## src/rtl/mmm_bitserial.sv

```systemverilog
// Bit-serial Montgomery multiplier: p = a*b*2^-WIDTH mod n, one bit of a per cycle.
// Define MMM_FINAL_SUB_EN for a fully reduced result (p < n); otherwise p < 2n.
module mmm_bitserial #(
    parameter int WIDTH = 8
) (
    input  logic             clk,
    input  logic             rst,
    input  logic             ena,
    input  logic             start,
    input  logic [WIDTH-1:0] a,
    input  logic [WIDTH-1:0] b,
    input  logic [WIDTH-1:0] n,
    output logic             busy,
    output logic             done,
    output logic [WIDTH:0]   p
);

    localparam int CW = $clog2(WIDTH + 1);

    typedef enum logic [1:0] {
        IDLE = 2'd0,
        CALC = 2'd1,
        SUB  = 2'd2,
        DONE = 2'd3
    } state_t;

    state_t           state_reg;
    logic [WIDTH-1:0] a_sh_reg;
    logic [WIDTH-1:0] b_r_reg;
    logic [WIDTH-1:0] n_r_reg;
    logic [WIDTH+1:0] acc_reg;
    logic [CW-1:0]    cnt_reg;
    logic             busy_reg;
    logic             done_reg;
    logic [WIDTH:0]   p_reg;

    logic [WIDTH+1:0] t_sum;
    logic [WIDTH+1:0] u_sum;
    logic [WIDTH+1:0] acc_step;
    logic             last_step;

    // acc < 2n and b < n keep u_sum below 4n, so WIDTH+2 bits suffice.
    always_comb begin
        t_sum    = acc_reg + (a_sh_reg[0] ? {2'b00, b_r_reg} : '0);
        u_sum    = t_sum + (t_sum[0] ? {2'b00, n_r_reg} : '0);
        acc_step = u_sum >> 1;
    end

    assign last_step = (cnt_reg == CW'(WIDTH - 1));

`ifdef MMM_FINAL_SUB_EN
    logic [WIDTH+1:0] acc_sub;

    always_comb begin
        acc_sub = acc_reg;
        if (acc_reg >= {2'b00, n_r_reg}) begin
            acc_sub = acc_reg - {2'b00, n_r_reg};
        end
    end
`endif

    always_ff @(posedge clk) begin
        if (rst) begin
            state_reg <= IDLE;
            a_sh_reg  <= '0;
            b_r_reg   <= '0;
            n_r_reg   <= '0;
            acc_reg   <= '0;
            cnt_reg   <= '0;
            busy_reg  <= 1'b0;
            done_reg  <= 1'b0;
            p_reg     <= '0;
        end else if (ena) begin
            case (state_reg)
                IDLE: begin
                    if (start) begin
                        a_sh_reg  <= a;
                        b_r_reg   <= b;
                        n_r_reg   <= n;
                        acc_reg   <= '0;
                        cnt_reg   <= '0;
                        busy_reg  <= 1'b1;
                        state_reg <= CALC;
                    end
                end
                CALC: begin
                    acc_reg  <= acc_step;
                    a_sh_reg <= a_sh_reg >> 1;
                    cnt_reg  <= cnt_reg + CW'(1);
                    if (last_step) begin
`ifdef MMM_FINAL_SUB_EN
                        state_reg <= SUB;
`else
                        // Result goes out in redundant form; p is loaded on entry to DONE.
                        p_reg     <= acc_step[WIDTH:0];
                        busy_reg  <= 1'b0;
                        done_reg  <= 1'b1;
                        state_reg <= DONE;
`endif
                    end
                end
`ifdef MMM_FINAL_SUB_EN
                SUB: begin
                    acc_reg   <= acc_sub;
                    p_reg     <= acc_sub[WIDTH:0];
                    busy_reg  <= 1'b0;
                    done_reg  <= 1'b1;
                    state_reg <= DONE;
                end
`endif
                DONE: begin
                    p_reg     <= acc_reg[WIDTH:0];
                    done_reg  <= 1'b0;
                    state_reg <= IDLE;
                end
                default: begin
                    busy_reg  <= 1'b0;
                    done_reg  <= 1'b0;
                    state_reg <= IDLE;
                end
            endcase
        end
    end

    assign busy = busy_reg;
    assign done = done_reg;
    assign p    = p_reg;

endmodule

```

## config.mk

```make
export PLATFORM = sky130hd
export DESIGN_NAME = mmm_bitserial
export DESIGN_NICKNAME = d
export VERILOG_FILES = /design/src/rtl/mmm_bitserial.sv
export SDC_FILE = /design/constraint.sdc
export NUM_CORES = 1
export LEC_CHECK = 0
export BUFFER_PORTS_ARGS = -buffer_cell sky130_fd_sc_hd__buf_2
export CAP_MARGIN = 20
export CORE_ASPECT_RATIO = 1.75
export CORE_UTILIZATION = 55
export CTS_CLUSTER_SIZE = 30
export DETAILED_ROUTE_END_ITERATION = 12
export GPL_ROUTABILITY_DRIVEN = 0
export GPL_TIMING_DRIVEN = 0
export HOLD_SLACK_MARGIN = 0.15
export PLACE_DENSITY = 0.77
export SLEW_MARGIN = 10
export SYNTH_ARGS = -nofsm -noshare
export SYNTH_HDL_FRONTEND = slang
export SYNTH_SLANG_ARGS = --single-unit
```

## constraint.sdc

```tcl
create_clock -name clk -period 5.1 [get_ports clk]
set_clock_uncertainty 0.05 [all_clocks]
set_input_delay 1.275 -clock clk [delete_from_list [all_inputs] [get_ports clk]]
set_output_delay 1.275 -clock clk [all_outputs]
set_load 0.005 [all_outputs]
```

==> results of run 1 <==
## final cells by class
class	count	area, sq um	share of cell area
multi-input cells	266	1720	0.536
flip-flops and latches	50	1000	0.312
repair buffers	37	185	0.0577
plain buffers	16	87.6	0.0273
clock buffers	5	68.8	0.0215
well taps	54	67.6	0.0211
clock inverters	3	48.8	0.0152
inverters	8	30.0	0.00936
## worst max-delay path, delay by kind of cell, from the launching register on
kind,cells,cell delay [ns]
buffers and inverters,1,0.06
AND/OR/NAND/NOR,3,0.44
flip-flops,1,0.45
adder cells (fa/ha/maj),3,0.90
AO/OA/AOI/OAI,7,1.02
XOR/XNOR,2,0.54
## worst paths after layout
path	start	end	cells past startpoint
worst max register to register	a_sh_reg[0]$_SDFFE_PP0P_	p[8]$_SDFFE_PP0P_	16
worst max-delay path	a_sh_reg[0]$_SDFFE_PP0P_	p[8]$_SDFFE_PP0P_	16
worst min register to register	b_r_reg[4]$_SDFFE_PP0P_	b_r_reg[4]$_SDFFE_PP0P_	2
worst min-delay path	b_r_reg[4]$_SDFFE_PP0P_	b_r_reg[4]$_SDFFE_PP0P_	2
## logic make-up (layout without fill, tap and decap cells)
family                     count (synthesis)  in the layout
DFF                                       50             50
AOI/OAI and AO/OA                         86             86
buffers and inverters                     24             69
and+or+nand+nor                          140            140
adders and majority gates                 18             18
muxes                                      9              9
xor gates and xnor gates                  13             13
## synthesized netlist by cell type, types with 7 or more instances
master | number | area [sq um]
nand2_1 | 52 | 195
dfxtp_1 | 50 | 1000
nor2_1 | 40 | 150
a21oi_1 | 29 | 145
and2_1 | 16 | 100
ha_1 | 16 | 200
a211oi_1 | 10 | 75.1
a22oi_1 | 9 | 67.6
mux2i_1 | 9 | 90.1
inv_1 | 8 | 30.0
nand3_1 | 8 | 40.0
clkbuf_1 | 7 | 26.3
xnor2_1 | 7 | 61.3
## per-layer routing
metal | vias up | part of all wire | global-route usage
met4 | 0 | 0.037 | 0.131
met2 | 57 | 0.52 | 0.439
li1 | 1280 | - | -
met5 | - | 0 | 0
met1 | 1145 | 0.42 | 0.287
met3 | 15 | 0.027 | 0.0374
## per-stage QoR
| stage | utilization | cell area (sq um) | power [mW] |
|---|---|---|---|
| after floorplan | - | 2840 | 0.466 |
| after global placement | 0.621 | 3090 | 0.490 |
| after detailed placement | 0.621 | 3090 | 0.492 |
| after CTS | 0.645 | 3210 | 0.779 |
| after global routing | 0.645 | 3210 | 0.807 |
| final | 0.645 | 3210 | 0.776 |
## power groups by stage
stage / logic (mW) / registers [mW] / clock network [mW]
2_1_floorplan: 0.0497 / 0.417 / 0
3_3_place_gp: 0.0720 / 0.418 / 0
3_5_place_dp: 0.0736 / 0.419 / 0
4_1_cts: 0.0740 / 0.410 / 0.295
5_1_grt: 0.0826 / 0.411 / 0.313
6_report: 0.0736 / 0.409 / 0.293
==> results by group, run 1 <==
Outcome
  • Status: completed

Layout
  • Fillers: between 400 and 500
  • Fin cells: roughly 440
  • Nets@finish: 430
  • Layout cells sized above 1: 0.182
  • Area grow syn2layout: 13.1%
  • Commonest cells after routing, fill and taps aside: 52 x nand2_1, 50 x dfxtp_1, 41 x buf_2
  • Most common cell after layout, fill and taps aside: nand2_1
  • N_diodes: 0

STA
  • Worst-margin pin slew: ~0.5 ns
  • Minimum clock period: between 3 and 4 ns
  • Final Worst Setup Slack: about 1.5 ns
  • Fin. max-slew vios: 0
  • Final hold slack: roughly 0.40 ns
  • RSZ-0062 raised after global routing: no
  • Highest Clock Rate: between 200 and 300 MHz
  • Setup_tns: 0 ns
  • Slew Limit Headroom: 0.663
  • Final setup vio count: 0
  • Tcrit/Tclk final: 0.703
  • Final Hold Fails: 0

Synth
  • Mux contribution to synthesized area: 0.0317
  • Predominant post-synthesis flop cell: dfxtp_1
  • Seq cells post-synth: 50
  • Sequential area share after synthesis: 0.353
  • Number of flops mapped to enable cells by yosys: 0
  • Post-Synth XOR/XNOR Area: 0.0401
  • Post-Syn Area: 0.00284 sq mm
  • Compound-gate portion of the synthesized area: 0.208
  • Post-synthesis cell count: 340
  • Simple-gate share of the synthesized area: 0.241
  • Synth cell types: 45
  • Syn. warnings: 0
  • Mean Syn Cell Area: approximately 8.3 sq um
  • Post-Synth Adder-Cell Area: 0.0847
  • Largest family of logic cells by synthesized area: simple AND/OR/NAND/NOR gates
  • Ys async rst share: 0
  • Mapped Nets: just under 400

CTS
  • Worst skew pair latency: 0.32 ns
  • CTS Buffer Depth: 2
  • Clk sinks: 50
  • Hold-fix buffers at CTS: 0
  • CTS tree: built
  • H-tree Lvls: 2
  • Post-CTS resize count: 0
  • # Post-CTS Setup Buffers: 0
  • CTS Buf Count: 5
  • CTS Root Cell: clkbuf_8
  • CTS clock-pin slew for the worst setup and hold paths: about 0.1 ns

Pwr
  • Pleak: ~1.4 nW
  • Switching Power: 0.194 mW
  • Pwr Density: 242 mW/mm^2
  • Sequential share of power: 0.528
  • Switch share: 0.250
  • Maximum VDD drop: approximately 0.00041 V
  • Clock share of power: 0.377
  • Gate power share: 0.095
  • Internal: between 0.5 and 0.6 mW

Placement
  • Placed Cells: around 430
  • DP HPWL: a little under 5 mm
  • Count of input and output buffers: 37
  • DP Worst Slack: 1.53 ns

GRT
  • Initial antenna violation count: 0
  • Vias in the first global route: approximately 2400
  • Global route overflow: 0
  • Total GRT Usage: 0.251
  • First-pass GRT wire length: roughly 11 mm
  • Largest net degree at the start of global routing: 18

Critical path
  • Critical-path cell list: and2_1, ha_1, inv_1, fa_1, nand2b_1, a21oi_1, o21ai_0, nand2b_1, xor2_1, ha_1, a21oi_1, o21ai_0, o21a_1, o22ai_2, xor2_1, o22ai_1
  • Slowest CP cell: dfxtp_1
  • Maximum fanout along the worst path: 9
  • Data arrival time of the worst path: about 3.7 ns
  • FF-to-FF setup slack: between 1.5 and 2 ns
  • Required time of the worst setup path: roughly 5.3 ns
  • Critical Path Sink Type: flop
  • Crit Path Category: flop to flop
  • Worst setup SP type: flop
  • CP peak stage delay: between 0.4 and 0.5 ns

Hold path
  • Hold Crit Class: flop to flop

Detailed routing
  • DR iter-0 viols: 63
  • Drt pass-1 iters: 4
  • Routed len/inst: 14.4 um
  • Post-route ant nets: 0
  • Overall routed net length: between 6 and 7 mm
  • Via density: ~5.7
  • Routed via count: 2497
  • DRC violations left: 0

Floorplanning
  • IO Pins: 39
  • Die height: a little under 100 um
  • Die width: roughly 56 um
  • # rows: 34
  • Initial Util: 0.570
  • Core Area: 0.00498 sq mm
  • Die ar.: ~0.0055 sq mm

Run
  • Max-Cap Viols: 0
Note: power is estimated with default switching activity, not from simulation.
==> run 2: changes to the inputs <==
- ABC_AREA: not set -> 1
- clock period: 5.1 -> 3.5 ns (I/O delays scaled with it)
==> run 2 against run 1 <==
Compared with the run above:
- the run now ends with design-rule violations left
- routed wire length increased by 9.2%
- first-iteration DRC count increased by 89%
- count of clock-buffer cells in the layout unchanged
- clock power increased by 22%
- final cell count increased by 18%
- sequential power increased by 48%
- setup slack got worse by 1.2 ns
- die area increased by 2.1%
- hold slack improved by 0.016 ns
- maximum frequency increased by 13%
- largest cell class unchanged
- largest power group unchanged
- highest routed layer unchanged
==> results by group, run 2 <==
Critical path
  • Critical-path cell list: nand2_1, inv_1, ha_1, inv_1, fa_1, inv_1, nand3_1, nand2_1, a31oi_1, xnor2_1, ha_1, nand2_1, inv_1, a21oi_1, nand2_2, nand2_2, nand2_2, nand2_1, nand2_1, nand2_1, nand2_1, a21oi_2 (was and2_1, ha_1, inv_1, fa_1, nand2b_1, a21oi_1, o21ai_0, nand2b_1, xor2_1, ha_1, a21oi_1, o21ai_0, o21a_1, o22ai_2, xor2_1, o22ai_1)
  • Data arrival time of the worst path: 3.38 ns (was 3.73 ns)
  • Worst setup SP type: flop (unchanged)
  • Crit Path Category: flop to flop (unchanged)
  • CP peak stage delay: 0.43 ns (was 0.45 ns)
  • Required time of the worst setup path: 3.70 ns (was 5.25 ns)
  • Slowest CP cell: dfxtp_2 (was dfxtp_1)
  • Critical Path Sink Type: flop (unchanged)
  • Maximum fanout along the worst path: 9 (unchanged)
  • Most frequent CP cell: nand2_1

Detailed routing
  • Routed via count: 2788 (was 2497)
  • Overall routed net length: 6.91 mm (was 6.33 mm)
  • Post-route ant nets: 0 (unchanged)
  • Routed len/inst: 13.4 um (was 14.4 um)
  • Drt pass-1 iters: 8 (was 4)
  • DR iter-0 viols: 119 (was 63)
  • DRC violations left: 6 (was 0)
  • Via density: 5.40 (was 5.69)

GRT
  • Total GRT Usage: 0.267 (was 0.251)
  • Global route overflow: 0 (unchanged)
  • Largest net degree at the start of global routing: 18 (unchanged)
  • First-pass GRT wire length: 11.8 mm (was 10.7 mm)
  • Initial antenna violation count: 0 (unchanged)
  • Vias in the first global route: 2694 (was 2405)

Run
  • Max-Cap Viols: 0 (unchanged)

Synth
  • Post-Syn Area: 0.00290 sq mm (was 0.00284 sq mm)
  • Mapped Nets: 464 (was 386)
  • Synth cell types: 35 (was 45)
  • Number of flops mapped to enable cells by yosys: 0 (unchanged)
  • Synth area leader: dfxtp_1 (unchanged)
  • Post-synthesis cell count: 418 (was 340)
  • Syn. warnings: 0 (unchanged)
  • Ys async rst share: 0 (unchanged)
  • Dominant cells by area after synthesis: dfxtp_1 35%, nand2_1 13%, ha_1 6.9% (was dfxtp_1 35%, ha_1 7.1%, nand2_1 6.9%)
  • Predominant post-synthesis flop cell: dfxtp_1 (unchanged)
  • Most common cell in the netlist: nand2_1 (unchanged)
  • Share of the synthesized area in the top cell type: 0.345 (was 0.353)
  • Mean Syn Cell Area: 6.93 sq um (was 8.35 sq um)
  • Top cells by count, synth: 102 x nand2_1, 50 x dfxtp_1, 49 x nor2_1 (was 52 x nand2_1, 50 x dfxtp_1, 40 x nor2_1)
  • Sequential area share after synthesis: 0.345 (was 0.353)
  • Seq cells post-synth: 50 (unchanged)

Pwr
  • Pleak: 1.71 nW (was 1.35 nW)
  • Maximum VDD drop: 0.000245 V (was 0.000406 V)
  • Pwr Density: 334 mW/mm^2 (was 242 mW/mm^2)

Floorplanning
  • IO Pins: 39 (unchanged)
  • Die width: 56.9 um (was 56.3 um)
  • Die ar.: 0.00557 sq mm (was 0.00546 sq mm)
  • # rows: 34 (unchanged)
  • Core Area: 0.00502 sq mm (was 0.00498 sq mm)
  • Initial Util: 0.577 (was 0.570)
  • Die height: 98.0 um (was 97.0 um)

CTS
  • Worst skew pair latency: 0.31 ns (was 0.32 ns)
  • CTS clock-pin slew for the worst setup and hold paths: 0.11 ns (was 0.10 ns)
  • Clk sinks: 50 (unchanged)
  • CTS Root Cell: clkbuf_8 (unchanged)
  • CTS Buffer Depth: 2 (unchanged)
  • H-tree Lvls: 2 (unchanged)
  • CTS tree: built (unchanged)
  • CTS Buf Count: 5 (unchanged)

STA
  • Minimum clock period: 3.18 ns (was 3.58 ns)
  • Slew Limit Headroom: 0.669 (was 0.663)
  • Final Hold Fails: 0 (unchanged)
  • Setup_tns: 0 ns (unchanged)
  • RSZ-0062 raised after global routing: no (unchanged)
  • Tcrit/Tclk final: 0.909 (was 0.703)
  • Worst-margin pin slew: 0.497 ns (was 0.506 ns)
  • Final setup vio count: 0 (unchanged)
  • Highest Clock Rate: 314 MHz (was 279 MHz)
  • Fin. max-slew vios: 0 (unchanged)

Layout
  • N_diodes: 0 (unchanged)
  • Fin cells: 516 (was 439)
  • Commonest cells after routing, fill and taps aside: 102 x nand2_1, 49 x nor2_1, 49 x dfxtp_1 (was 52 x nand2_1, 50 x dfxtp_1, 41 x buf_2)
  • Area grow syn2layout: 11.8% (was 13.1%)
  • Fillers: 481 (was 452)
  • Most common cell after layout, fill and taps aside: nand2_1 (unchanged)
  • Nets@finish: 507 (was 430)
  • Layout cells sized above 1: 0.169 (was 0.182)

Hold path
  • Hold Crit Class: flop to flop (unchanged)

Placement
  • Placed Cells: 509 (was 431)
  • DP HPWL: 5.41 mm (was 4.88 mm)
  • Count of input and output buffers: 37 (unchanged)

Outcome
  • Failing checks: design-rule violations
  • Status: complete, but fails checks (was completed)
==> run 2: final timing paths <==
kind / startpoint / end / slack (ns) / cells after the start
max reg2reg: a_sh_reg[0]$_SDFFE_PP0P_ / acc_reg[8]$_SDFFE_PP0P_ / 0.32 / 22
max: a_sh_reg[0]$_SDFFE_PP0P_ / acc_reg[8]$_SDFFE_PP0P_ / 0.32 / 22
min reg2reg: a_sh_reg[7]$_SDFFE_PP0P_ / a_sh_reg[7]$_SDFFE_PP0P_ / 0.42 / 2
min: a_sh_reg[7]$_SDFFE_PP0P_ / a_sh_reg[7]$_SDFFE_PP0P_ / 0.42 / 2
==> run 2: routing by layer <==
layer,track usage,wire [um],up-vias
li1,-,-,1433
met1,0.283,2730,1292
met2,0.513,3820,50
met3,0.0371,168,13
met4,0.107,189,0
met5,0,0,-
==> run 2: stage by stage <==
stage / utilization / hold slack (ns) / worst slack [ns] / instance area (sq um) / total power [mW]
after floorplan: - / 0.389 / 0.576 / 2900 / 0.695
after global placement: 0.628 / 0.401 / 0.201 / 3150 / 0.735
after detailed placement: 0.628 / 0.406 / 0.141 / 3150 / 0.738
after CTS: 0.646 / 0.421 / 0.0986 / 3240 / 1.09
after global routing: 0.646 / 0.444 / 0.00765 / 3240 / 1.13
final: 0.646 / 0.421 / 0.318 / 3240 / 1.08
==> run 2: kinds of logic (layout without fill, tap and decap cells) <==
| family | count (synthesis) | count (layout) | share of synthesized area |
|---|---|---|---|
| adders and majority gates | 18 | 18 | 0.0829 |
| buffers and inverters | 64 | 108 | 0.0941 |
| DFF | 50 | 50 | 0.345 |
| AOI/OAI and AO/OA | 95 | 95 | 0.178 |
| xor gates and xnor gates | 9 | 9 | 0.0272 |
| and+or+nand+nor | 182 | 182 | 0.272 |
==> run 2: worst max-delay path, delay by kind of cell (launching register included) <==
kind                     cells  cell delay [ns]
adder cells (fa/ha/maj)      3             0.88
AND/OR/NAND/NOR             11             0.85
AO/OA/AOI/OAI                3             0.46
flip-flops                   1             0.43
buffers and inverters        4             0.26
XOR/XNOR                     1             0.19
==> run 2: repair_timing <==
item | 4_1_cts | 5_1_grt
hold endpoints to repair | 0 | 0
setup buffers | 0 | 0
hold buffers | 0 | 0
setup endpoints to repair | 0 | 6
gates resized for setup | 0 | 1
==> run 2: area by class of cell <==
cell class              count  area, sq um  share of cell area
plain buffers              12         73.8              0.0228
clock buffers               5         68.8              0.0212
clock inverters             3         23.8             0.00734
inverters                  51          195              0.0602
multi-input cells         304         1620               0.501
flip-flops and latches     50         1000               0.309
well taps                  54         67.6              0.0208
repair buffers             37          185              0.0571
==> run 2: power breakdown <==
group	internal, mW	switching [mW]	leakage [nW]	total [mW]
clock	0.143	0.214	0.0408	0.358
sequential	0.592	0.0134	0.408	0.605
combinational	0.0440	0.0752	1.26	0.119
total	0.779	0.303	1.71	1.08
==> run 3: changes to the inputs <==
- CORE_UTILIZATION: 55 -> 35
- PLACE_DENSITY: 0.77 -> not set
==> run 3 against run 2 <==
Compared with the run above:
- the flow now finishes without violations
- sequential share of layout area shrank 1.1 points
- routed wire length rose by 8.4%
- flip-flop and latch count stayed put
- critical path type unchanged
- critical endpoint is now p[8]$_SDFFE_PP0P_
- highest routed layer unchanged
==> results by group, run 3 (synthesized netlist as in run 2, its figures left out) <==
CTS
  • CTS tree: built (unchanged)
  • H-tree Lvls: 2 (unchanged)
  • Worst skew pair latency: 0.29 ns (was 0.31 ns)
  • Hold-fix buffers at CTS: 0 (unchanged)
  • CTS clock-pin slew for the worst setup and hold paths: 0.07 ns (was 0.11 ns)
  • CTS Root Cell: clkbuf_16 (was clkbuf_8)
  • CTS Buffer Depth: 2 (unchanged)
  • Clk sinks: 50 (unchanged)
  • CTS Buf Count: 5 (unchanged)

Floorplanning
  • Die width: 70.8 um (was 56.9 um)
  • # rows: 43 (was 34)
  • Initial Util: 0.364 (was 0.577)
  • Core Area: 0.00796 sq mm (was 0.00502 sq mm)
  • Die height: 122 um (was 98.0 um)
  • Die ar.: 0.00866 sq mm (was 0.00557 sq mm)
  • IO Pins: 39 (unchanged)

GRT
  • Global route overflow: 0 (unchanged)
  • First-pass GRT wire length: 12.1 mm (was 11.8 mm)
  • Largest net degree at the start of global routing: 18 (unchanged)
  • Vias in the first global route: 2600 (was 2694)
  • Total GRT Usage: 0.181 (was 0.267)
  • Initial antenna violation count: 0 (unchanged)

STA
  • Final setup vio count: 0 (unchanged)
  • Tcrit/Tclk final: 0.912 (was 0.909)
  • Slew Limit Headroom: 0.631 (was 0.669)
  • Setup_tns: 0 ns (unchanged)
  • Fin. max-slew vios: 0 (unchanged)
  • Worst-margin pin slew: 0.553 ns (was 0.497 ns)
  • RSZ-0062 raised after global routing: no (unchanged)
  • Final Hold Fails: 0 (unchanged)
  • Highest Clock Rate: 313 MHz (was 314 MHz)
  • Minimum clock period: 3.19 ns (was 3.18 ns)
  • Final hold slack: 0.412 ns (was 0.421 ns)

Critical path
  • Maximum fanout along the worst path: 9 (unchanged)
  • Crit Path Category: flop to flop (unchanged)
  • Top delay family on crit path: adder cells (unchanged)
  • Critical-path cell list: nand2_1, inv_1, ha_1, inv_1, fa_1, inv_1, nand3_1, nand2_1, a31oi_1, xnor2_1, ha_1, nand2_1, inv_1, a21oi_1, nand2_2, nand2_2, nand2_2, nand2_1, nand2_1, nand3_1, nand2_1, a21oi_2 (was nand2_1, inv_1, ha_1, inv_1, fa_1, inv_1, nand3_1, nand2_1, a31oi_1, xnor2_1, ha_1, nand2_1, inv_1, a21oi_1, nand2_2, nand2_2, nand2_2, nand2_1, nand2_1, nand2_1, nand2_1, a21oi_2)
  • Data arrival time of the worst path: 3.37 ns (was 3.38 ns)
  • Required time of the worst setup path: 3.68 ns (was 3.70 ns)
  • Slowest CP cell: dfxtp_2 (unchanged)
  • WP buf/inv: 4 (unchanged)
  • Most frequent CP cell: nand2_1 (unchanged)
  • Critical Path Sink Type: flop (unchanged)
  • CP peak stage delay: 0.42 ns (was 0.43 ns)
  • Worst setup SP type: flop (unchanged)

Run
  • Max-Cap Viols: 0 (unchanged)

Layout
  • Area grow syn2layout: 16.1% (was 11.8%)
  • Seq. cell area: 0.00100 sq mm (unchanged)
  • Commonest cells after routing, fill and taps aside: 102 x nand2_1, 49 x nor2_1, 49 x dfxtp_1 (unchanged)
  • Fillers: 859 (was 481)
  • Multi-input logic area: 0.00162 sq mm (unchanged)
  • N_diodes: 0 (unchanged)
  • Fin area: 0.00337 sq mm (was 0.00324 sq mm)
  • Nets@finish: 507 (unchanged)
  • Layout cells sized above 1: 0.169 (unchanged)
  • Most common cell after layout, fill and taps aside: nand2_1 (unchanged)

Detailed routing
  • DRC violations left: 0 (was 6)
  • DR iter-0 viols: 130 (was 119)
  • Post-route ant nets: 0 (unchanged)
  • Overall routed net length: 7.48 mm (was 6.91 mm)
  • Routed len/inst: 13.6 um (was 13.4 um)
  • Drt pass-1 iters: 6 (was 8)
  • Via density: 4.97 (was 5.40)
  • Routed via count: 2744 (was 2788)

Outcome
  • Status: completed (was complete, but fails checks)

Pwr
  • Maximum VDD drop: 0.000235 V (was 0.000245 V)
  • Pleak: 1.75 nW (was 1.71 nW)
  • Pwr Density: 387 mW/mm^2 (was 334 mW/mm^2)

Placement
  • DP HPWL: 5.99 mm (was 5.41 mm)
  • Placed Area: 0.00320 sq mm (was 0.00315 sq mm)
  • Count of input and output buffers: 37 (unchanged)

Hold path
  • Hold Crit Class: flop to flop (unchanged)
## run 3: worst paths after layout
path | startpoint | cells past startpoint | endpoint | slack, ns
setup / recovery | a_sh_reg[0]$_SDFFE_PP0P_ | 22 | p[8]$_SDFFE_PP0P_ | 0.31
hold / removal | p[7]$_SDFFE_PP0P_ | 2 | p[7]$_SDFFE_PP0P_ | 0.41
setup reg to reg | a_sh_reg[0]$_SDFFE_PP0P_ | 22 | p[8]$_SDFFE_PP0P_ | 0.31
hold reg to reg | p[7]$_SDFFE_PP0P_ | 2 | p[7]$_SDFFE_PP0P_ | 0.41
## run 3: final cells by class
| class | count | share of cell area |
|---|---|---|
| multi-input combinational | 304 | 0.483 |
| sequential | 50 | 0.298 |
| inverter | 51 | 0.0580 |
| timing repair buffer | 37 | 0.0550 |
| clock buffer | 5 | 0.0372 |
| tap | 90 | 0.0335 |
| buffer | 12 | 0.0219 |
| clock inverter | 3 | 0.0141 |
## run 3: through the flow
stage,std cells,power [mW],worst slack (ns),util
finish,552,1.30,0.306,0.423
global route,552,1.36,0.0405,0.423
CTS,553,1.31,0.0544,0.423
detailed placement,545,0.741,0.0886,0.401
global placement,545,0.738,0.125,0.401
floorplan,418,0.695,0.576,-
## run 3: timing repair
item                                    4_1_cts  5_1_grt
endpoints found under the setup margin        0        5
buffers inserted                              0        0
resized for setup                             0        1
## run 3: per-layer routing
metal | track usage | wire, um | vias to the layer above
met4 | 0.0688 | 144 | 0
met5 | 0 | 0 | -
met2 | 0.362 | 4290 | 42
li1 | - | - | 1436
met1 | 0.187 | 2880 | 1258
met3 | 0.0205 | 174 | 8
## run 3: where the power goes
| part | total (mW) | internal, mW | switching (mW) |
|---|---|---|---|
| sequential | 0.606 | 0.592 | 0.0138 |
| combinational | 0.121 | 0.0439 | 0.0767 |
| clock | 0.575 | 0.342 | 0.234 |
## run 3: worst register-to-register path: cells and delay by family, from the launching register on
kind | cells | cell delay, ns
compound gates | 3 | 0.46
xor+xnor | 1 | 0.15
fa+ha+maj | 3 | 0.91
buf+inv | 4 | 0.26
flops | 1 | 0.42
simple gates | 11 | 0.88
